**config.mk**
```make
export PLATFORM = sky130hd
export DESIGN_NAME = piso_shift_register_flat
export DESIGN_NICKNAME = d
export VERILOG_FILES = /design/src/rtl/piso_shift_register_if.sv /design/src/rtl/piso_shift_register.sv /design/src/flat_wrapper.sv
export SDC_FILE = /design/constraint.sdc
export NUM_CORES = 1
export LEC_CHECK = 0
export CAP_MARGIN = 20
export CORE_ASPECT_RATIO = 0.8
export CORE_UTILIZATION = 30
export CTS_CLUSTER_DIAMETER = 40
export DETAILED_ROUTE_END_ITERATION = 6
export SETUP_SLACK_MARGIN = 0.3
export SYNTH_ARGS = -nofsm -noshare
export SYNTH_HDL_FRONTEND = slang
export SYNTH_SLANG_ARGS = --single-unit
```
**constraint.sdc**
```tcl
create_clock -name clk -period 1.7 [get_ports clk]
set_clock_uncertainty 0.2 [all_clocks]
set_input_delay 0.51 -clock clk [delete_from_list [all_inputs] [get_ports clk]]
set_output_delay 0.51 -clock clk [all_outputs]
set_load 0.01 [all_outputs]
```
**src/rtl/piso_shift_register_if.sv**
```systemverilog
// rtl/piso_shift_register_if.sv - word handshake, bit strobe and serial-side bundle for the PISO shifter
// The master drives the word and the bit-rate strobe; the slave returns the serial stream and frame markers.
interface piso_shift_register_if #(
   parameter int DATA_WIDTH = 8
);
   logic [DATA_WIDTH-1:0] s_data;
   logic                  s_valid;
   logic                  s_ready;
   logic                  shift_en;
   logic                  sout;
   logic                  sout_valid;
   logic                  frame_start;
   logic                  frame_end;
   logic                  busy;

   modport master (
      output s_data, s_valid, shift_en,
      input  s_ready, sout, sout_valid, frame_start, frame_end, busy
   );

   modport slave (
      input  s_data, s_valid, shift_en,
      output s_ready, sout, sout_valid, frame_start, frame_end, busy
   );
endinterface

```
**src/rtl/piso_shift_register.sv**
```systemverilog
// rtl/piso_shift_register.sv - parallel-in serial-out shifter with frame markers and gapless reload
// A word accepted in IDLE, or on the last-bit strobe, appears on sout one clock later.
module piso_shift_register #(
   parameter int   DATA_WIDTH = 8,
   parameter int   MSB_FIRST  = 1,
   parameter logic IDLE_BIT   = 1'b1
) (
   input logic                  clk,
   input logic                  rst,
   piso_shift_register_if.slave bus
);
   localparam int CW = (DATA_WIDTH > 2) ? $clog2(DATA_WIDTH) : 1;
   localparam logic [CW-1:0] LAST_CNT = CW'(DATA_WIDTH - 1);

   typedef enum logic {
      ST_IDLE  = 1'b0,
      ST_SHIFT = 1'b1
   } state_t;

   state_t                r_state;
   logic [DATA_WIDTH-1:0] r_shreg;
   logic [CW-1:0]         r_bit_cnt;
   logic                  r_sout;

   logic                  w_busy;
   logic                  w_last;
   logic                  w_ready;
   logic                  w_xfer;
   logic                  w_load_bit;
   logic                  w_next_bit;
   logic [DATA_WIDTH-1:0] w_shifted;

   assign w_busy  = (r_state == ST_SHIFT);
   assign w_last  = w_busy && (r_bit_cnt == LAST_CNT);
   assign w_ready = !rst && ((r_state == ST_IDLE) || (w_last && bus.shift_en));
   assign w_xfer  = bus.s_valid && w_ready;

   // w_next_bit is the bit that reaches the output end after one zero-filled shift.
   always_comb begin
      if (MSB_FIRST != 0) begin
         w_shifted  = {r_shreg[DATA_WIDTH-2:0], 1'b0};
         w_load_bit = bus.s_data[DATA_WIDTH-1];
         w_next_bit = r_shreg[DATA_WIDTH-2];
      end else begin
         w_shifted  = {1'b0, r_shreg[DATA_WIDTH-1:1]};
         w_load_bit = bus.s_data[0];
         w_next_bit = r_shreg[1];
      end
   end

   always_ff @(posedge clk) begin
      if (rst) begin
         r_state   <= ST_IDLE;
         r_shreg   <= '0;
         r_bit_cnt <= '0;
         r_sout    <= IDLE_BIT;
      end else begin
         case (r_state)
            ST_IDLE: begin
               if (w_xfer) begin
                  r_state   <= ST_SHIFT;
                  r_shreg   <= bus.s_data;
                  r_bit_cnt <= '0;
                  r_sout    <= w_load_bit;
               end
            end
            ST_SHIFT: begin
               if (bus.shift_en) begin
                  if (!w_last) begin
                     r_shreg   <= w_shifted;
                     r_bit_cnt <= r_bit_cnt + 1'b1;
                     r_sout    <= w_next_bit;
                  end else if (w_xfer) begin
                     // Reload on the last-bit strobe keeps the stream gapless.
                     r_shreg   <= bus.s_data;
                     r_bit_cnt <= '0;
                     r_sout    <= w_load_bit;
                  end else begin
                     r_state   <= ST_IDLE;
                     r_sout    <= IDLE_BIT;
                  end
               end
            end
            default: begin
               r_state <= ST_IDLE;
               r_sout  <= IDLE_BIT;
            end
         endcase
      end
   end

   assign bus.s_ready     = w_ready;
   assign bus.sout        = r_sout;
   assign bus.sout_valid  = w_busy;
   assign bus.busy        = w_busy;
   assign bus.frame_start = w_busy && (r_bit_cnt == '0);
   assign bus.frame_end   = w_last;
endmodule

```
**src/flat_wrapper.sv**
```systemverilog
// flat-port wrapper written by rule: the top's interface ports become plain ports
module piso_shift_register_flat 
#(
   parameter int   DATA_WIDTH = 8,
   parameter int   MSB_FIRST  = 1,
   parameter logic IDLE_BIT   = 1'b1
)
  (clk, rst, bus_s_data, bus_s_valid, bus_shift_en, bus_s_ready, bus_sout, bus_sout_valid, bus_frame_start, bus_frame_end, bus_busy);
  piso_shift_register_if #(.DATA_WIDTH(DATA_WIDTH)) bus_i ();
  input logic clk;
  input logic rst;
  input wire logic [$bits(bus_i.s_data)-1:0] bus_s_data;
  input wire logic [$bits(bus_i.s_valid)-1:0] bus_s_valid;
  input wire logic [$bits(bus_i.shift_en)-1:0] bus_shift_en;
  output wire logic [$bits(bus_i.s_ready)-1:0] bus_s_ready;
  output wire logic [$bits(bus_i.sout)-1:0] bus_sout;
  output wire logic [$bits(bus_i.sout_valid)-1:0] bus_sout_valid;
  output wire logic [$bits(bus_i.frame_start)-1:0] bus_frame_start;
  output wire logic [$bits(bus_i.frame_end)-1:0] bus_frame_end;
  output wire logic [$bits(bus_i.busy)-1:0] bus_busy;
  assign bus_i.s_data = bus_s_data;
  assign bus_i.s_valid = bus_s_valid;
  assign bus_i.shift_en = bus_shift_en;
  assign bus_s_ready = bus_i.s_ready;
  assign bus_sout = bus_i.sout;
  assign bus_sout_valid = bus_i.sout_valid;
  assign bus_frame_start = bus_i.frame_start;
  assign bus_frame_end = bus_i.frame_end;
  assign bus_busy = bus_i.busy;
  piso_shift_register #(.DATA_WIDTH(DATA_WIDTH), .MSB_FIRST(MSB_FIRST), .IDLE_BIT(IDLE_BIT)) u_core (.clk(clk), .rst(rst), .bus(bus_i));
endmodule
```
# Word level (Yosys, flattened, before mapping)
# Index checks and enable logic that the tools add are counted.
[totals] input_bits=12 regBits=13
[op_classes] reduce_logical=9 eq_ne=3 mux=17 bitwise_logic=1 add_sub_neg=1
[op_table] op="$mux W8" count=3
[op_table] op="$pmux W8 S2" count=1
[op_table] op="$mux W3" count=3
[op_table] op="$mux W1" count=7
[op_table] op="$pmux W3 S2" count=1
[op_table] op="$logic_and A1 B1 Y1" count=5
[op_table] op="$pmux W1 S2" count=2
[op_table] op="$add A3 B1 Y3 const B" count=1
[op_table] op="$eq A3 B3 Y1 const B" count=1
[op_table] op="$logic_not A3 Y1" count=1
[op_table] op="$ne A2 B1 Y1 const B" count=1
[op_table] op="$ne A2 B2 Y1 const B" count=1
[op_table] op="$reduce_and A2 Y1" count=1
[op_table] op="$logic_not A1 Y1" count=1
[op_table] op="$logic_or A1 B1 Y1" count=1
[op_table] op="$not A1 Y1" count=1

# Logic depth before layout (Yosys ltp)
# Gate-level depths: netlist (run 1).
[depth] depth_word=10 ltp_mapped=6 ltp_nobuf=5

# Least setup slack after synthesis (run 1)
# OpenSTA, ideal clock, no wires.
[synth_path] path_kind="reg2out" from="reg u_core.r_bit_cnt[0]" to="out bus_s_ready" path_stages_with_launch=5 path_slack_ps=-32 t_arrival_ps=1022 n_path_buf=0 cell_sequence="dfxtp_1 > ha_1 > ha_1 > a21boi_0 > nor2_1"
[synth_via] elab_chain_cells=5
[synth_lines] element="start, declared" line_no="piso_shift_register.sv:22" text="logic [CW-1:0] r_bit_cnt;"
[synth_lines] element="start signal, assigned" line_no="piso_shift_register.sv:71" text="r_bit_cnt <= r_bit_cnt + 1'b1;"
[synth_lines] element="$eq A3 B3 Y1" line_no="piso_shift_register.sv:34" text="assign w_last = w_busy && (r_bit_cnt == LAST_CNT);"
[synth_lines] element="$logic_and A1 B1 Y1" line_no="piso_shift_register.sv:34"
[synth_lines] element="$logic_and A1 B1 Y1" line_no="piso_shift_register.sv:35" text="assign w_ready = !rst && ((r_state == ST_IDLE) || (w_last && bus.shift_en));"
[synth_lines] element="$logic_or A1 B1 Y1" line_no="piso_shift_register.sv:35"
[synth_lines] element="$logic_and A1 B1 Y1" line_no="piso_shift_register.sv:35"
[synth_lines] element="end, declared" line_no="flat_wrapper.sv:15" text="output wire logic [$bits(bus_i.s_ready)-1:0] bus_s_ready;"
# No other way between the ends.

# Final worst setup path (run 1)
[layout_path] from="reg u_core.r_bit_cnt[1]" to="out bus_s_ready"
# Same word-level chain as after synthesis.

==> metrics.log, run 1 <==
INFO  metric worst_r2r_path_depth = 7
INFO  metric cts-buffers-inserted = 3
INFO  metric final_layout_size_suffix_gt1_frac = 0.4909
INFO  metric synthDominantAreaCellType = sky130_fd_sc_hd__dfxtp_1
INFO  metric crit_path_frequent_cell = sky130_fd_sc_hd__ha_4
INFO  metric boundaryPins = 18
INFO  metric clock_power_share = 0.314
INFO  metric core-area = approximately 0.0022 sq mm
INFO  metric finalPower = 0.7505 mW
INFO  metric hold_fails_final_rpt = 0
INFO  metric worstSetupPathType = flip-flop to primary output
INFO  metric power.density = between 600 and 700 mW/mm^2
INFO  metric via_per_inst = 4.874
INFO  metric route.detailed.drc = 0
INFO  metric grt_setup_unrepaired = true
INFO  metric aggregate_global_routing_overflow = 0
INFO  metric launch_point_of_the_worst_reg_to_reg_path = u_core.r_bit_cnt[1]
INFO  metric place.gp.congestion = ~0.76
INFO  metric yosys.cell_types.count = 29
INFO  metric dpl-instance-area = 999.7 sq um
INFO  metric vdd_drop_max = 0.4460 mV
INFO  metric cts_tree = built
INFO  metric detailedRoute.firstPassIterationCount = 4
INFO  metric slew_headroom = 0.7918
INFO  metric post_synth_main_area_contributors = sky130_fd_sc_hd__dfxtp_1, sky130_fd_sc_hd__o221a_2, sky130_fd_sc_hd__ha_1, sky130_fd_sc_hd__inv_1, sky130_fd_sc_hd__a21oi_1
INFO  metric ant_nets = 0
INFO  metric setup_viol_count_final = 13
INFO  metric worstHoldPathType = flip-flop to flip-flop
INFO  metric violations = negative setup slack
INFO  metric synthesis.instances = 72
INFO  metric critPathSlowestCell = sky130_fd_sc_hd__dfxtp_2
INFO  metric timing.reg2reg.setup_slack = -200 ps
INFO  metric seqPwrFrac = 0.424
INFO  metric worstMarginPinSlew = 311.6 ps
INFO  metric power.net_switching = between 0.2 and 0.25 mW
INFO  metric design.die.area = approximately 0.0025 sq mm
INFO  metric buffer_ports.inserted = 17
INFO  metric detail_route.wl_per_cell = 12.96 um
INFO  metric num_vias = 658
INFO  metric n_antenna_cell = 0
INFO  metric synth_seq_cells = 12
INFO  metric place_hpwl = about 1200 um
INFO  metric cts-root-buf = sky130_fd_sc_hd__clkbuf_4
INFO  metric post_route_clock_period_utilization = 1.153
INFO  metric grt_start_max_net_pins = 16
INFO  metric worstSetupEndpoint = bus_s_ready
INFO  metric synthesis.area = about 680 sq um
INFO  metric placementRows = 15
INFO  metric critPathMaxStageDelay = ~340 ps
INFO  metric fmax = 510.3 MHz
INFO  metric worstSetupEndpointType = primary output
INFO  metric cp_cell_sequence = ha_4 > ha_4 > a21boi_4 > nor2_2 > buf_2
INFO  metric min_period = 1960 ps
INFO  metric switching_share = 0.2716
INFO  metric worst_r2r_endpoint = u_core.r_shreg[1]
INFO  metric max-cap-violations = 0
INFO  metric sort_of_element_at_the_start_of_the_critical_path = flip-flop
INFO  metric postSynthNetCount = between 80 and 90
INFO  metric floorplan.die.width = roughly 55 um
INFO  metric fillerInstances = roughly 210
INFO  metric worst_setup_path_startpoint = u_core.r_bit_cnt[1]
INFO  metric dieHeight = about 45 um
INFO  metric number_of_antenna_violations_at_the_first_check_in_global_routing = 0
INFO  metric initial_core_util = 0.3171
INFO  metric vias_in_the_first_global_route = 645
INFO  metric p_int = between 0.5 and 0.6 mW
INFO  metric timing_max_transition_violations_final = 0
INFO  metric clk_transition_reported_paths = approximately 80 ps
INFO  metric syn2layout_area_growth = 65.26%
INFO  metric track_usage = 0.1537
INFO  metric cellLeakagePower = between 0.4 and 0.5 nW
INFO  metric synth_seq_area_share = 0.3510
INFO  metric cts_max_path_bufs = 2
INFO  metric h_tree_depth = 1
INFO  metric status = finished with violations
INFO  metric detailedRoute.firstIterationViolations = 11
INFO  metric critPathRequiredTime = between 900 and 1000 ps
INFO  metric synth.yosys.warnings = 0
INFO  metric combPwrFrac = 0.263
INFO  metric crit_fanout = 3
INFO  metric cts_sinks = 12
INFO  metric design_area = between 0.001 and 0.0015 sq mm
INFO  metric clkLatencyLatePin = between 200 and 300 ps
INFO  metric critPathArrivalTime = 1250 ps
INFO  metric postRouteWirelength = approximately 1700 um
INFO  metric synth.top_cell.area_share = 0.3510
INFO  metric grt_pass1_wl = around 2900 um
INFO  metric synthesized_area_divided_by_synthesized_cell_count = 9.506 sq um
INFO  metric fin_nets = 126
INFO  metric setup_ws = -259.6 ps
-- final cells by class --
type / instances / area, sq um / share of cell area
multi-input cells: 46 / 440.4 / 0.3894
repair buffers: 38 / 337.8 / 0.2987
well taps: 25 / 31.28 / 0.02765
flip-flops and latches: 12 / 247.7 / 0.2190
inverters: 10 / 37.54 / 0.03319
clock buffers: 4 / 36.28 / 0.03208
-- per-layer routing --
metal | part of all wire | up-vias | routed length, um | GRT usage
met3 | 0.049 | 4 | 85 | 0.05731
li1 | - | 334 | - | -
met2 | 0.43 | 17 | 759 | 0.2530
met5 | 0 | - | 0 | 0
met1 | 0.51 | 303 | 884 | 0.1919
met4 | 0.011 | 0 | 19 | 0.04500
-- worst min-delay path by stage --
| stage | startpoint | endpoint | cells after the start |
|---|---|---|---|
| after global placement | u_core.r_shreg[5] | u_core.r_shreg[5] | 2 |
| after floorplan | u_core.r_shreg[6] | u_core.r_shreg[6] | 2 |
| after global routing | u_core.r_shreg[5] | u_core.r_shreg[5] | 2 |
| final | u_core.r_shreg[5] | u_core.r_shreg[5] | 2 |
| after detailed placement | u_core.r_shreg[5] | u_core.r_shreg[5] | 2 |
| after CTS | u_core.r_shreg[5] | u_core.r_shreg[5] | 2 |
-- synthesized netlist by cell type, drive strengths merged --
library cell / n
nand3: 2
inv: 10
buf: 3
clkbuf: 1
a21o: 1
o21ai: 2
a31oi: 1
and3b: 1
a21oi: 7
nor2: 3
o211ai: 1
o31ai: 1
a21bo: 1
mux2i: 2
a211oi: 2
nand2b: 3
a21boi: 1
nand3b: 4
ha: 3
o2111ai: 1
a221oi: 2
and2: 1
dfxtp: 12
o221a: 4
nor2b: 1
nand2: 2
-- layout by cell type (no fill, tap or decap), drive strengths merged --
cell           instances
a21o                   1
nand3                  2
o211ai                 1
a21oi                  7
clkdlybuf4s50         10
o21ai                  2
mux2i                  2
o31ai                  1
clkbuf                 4
a221oi                 2
a21boi                 1
nand2                  2
a21bo                  1
nor2b                  1
ha                     3
nor2                   3
dfxtp                 12
a31oi                  1
and2                   1
dlygate4sd2            1
nand3b                 4
inv                   10
nand2b                 3
o221a                  4
o2111ai                1
and3b                  1
buf                   27
a211oi                 2
-- power groups by stage --
stage / sequential [mW] / combinational [mW] / clock, mW
floorplan: 0.322 / 0.0926 / 0
global placement: 0.322 / 0.173 / 0
detailed placement: 0.323 / 0.173 / 0
CTS: 0.318 / 0.191 / 0.243
global route: 0.320 / 0.212 / 0.257
finish: 0.318 / 0.197 / 0.235
-- flip-flops by register name, indices dropped and copies added (netlist names) --
register / flops
u_core.bus.sout: 1
u_core.bus.busy: 1
u_core.r_shreg: 7
u_core.r_bit_cnt: 3
-- cells by family after synthesis --
group,Yosys count,share of synthesized area
and+or+nand+nor,17,0.1664
AOI/OAI and AO/OA,24,0.2944
adders and majority gates,3,0.05485
buffers and inverters,14,0.1042
DFF,12,0.3510
muxes,2,0.02925
-- worst max-delay path, delay by kind of cell, from the launching register on --
kind | cells | cell delay, ps
adder cells (fa/ha/maj) | 2 | 320
AND/OR/NAND/NOR | 1 | 40
AO/OA/AOI/OAI | 1 | 130
buffers and inverters | 1 | 130
flip-flops | 1 | 340
-- through the flow --
step	utilization	hold slack, ps	instances	TNS (ps)	setup WS, ps
finish	0.5241	281.8	135	-1970	-259.6
global route	0.5241	296.0	135	-2653	-305.5
CTS	0.5148	282.5	134	-1741	-277.6
detailed placement	0.4632	269.5	124	-5479	-711.1
global placement	0.4632	266.5	124	-5470	-697.0
floorplan	-	249.3	72	0	129.5
-- repair_timing --
| item | CTS | global route |
|---|---|---|
| hold buffers | 0 | 0 |
| endpoints found under the setup margin | 18 | 18 |
| gates resized for setup | 39 | 2 |
| buffers inserted | 6 | 1 |
| pin swaps | 11 | 3 |
| gates cloned | 0 | 0 |
(Power assumes the default switching activity.)
==> run 2: changes to the inputs <==
CTS_CLUSTER_DIAMETER = default   (was 40)
==> results of run 2 <==
The final DEF is identical to that of run 1; final timing and power are the same.
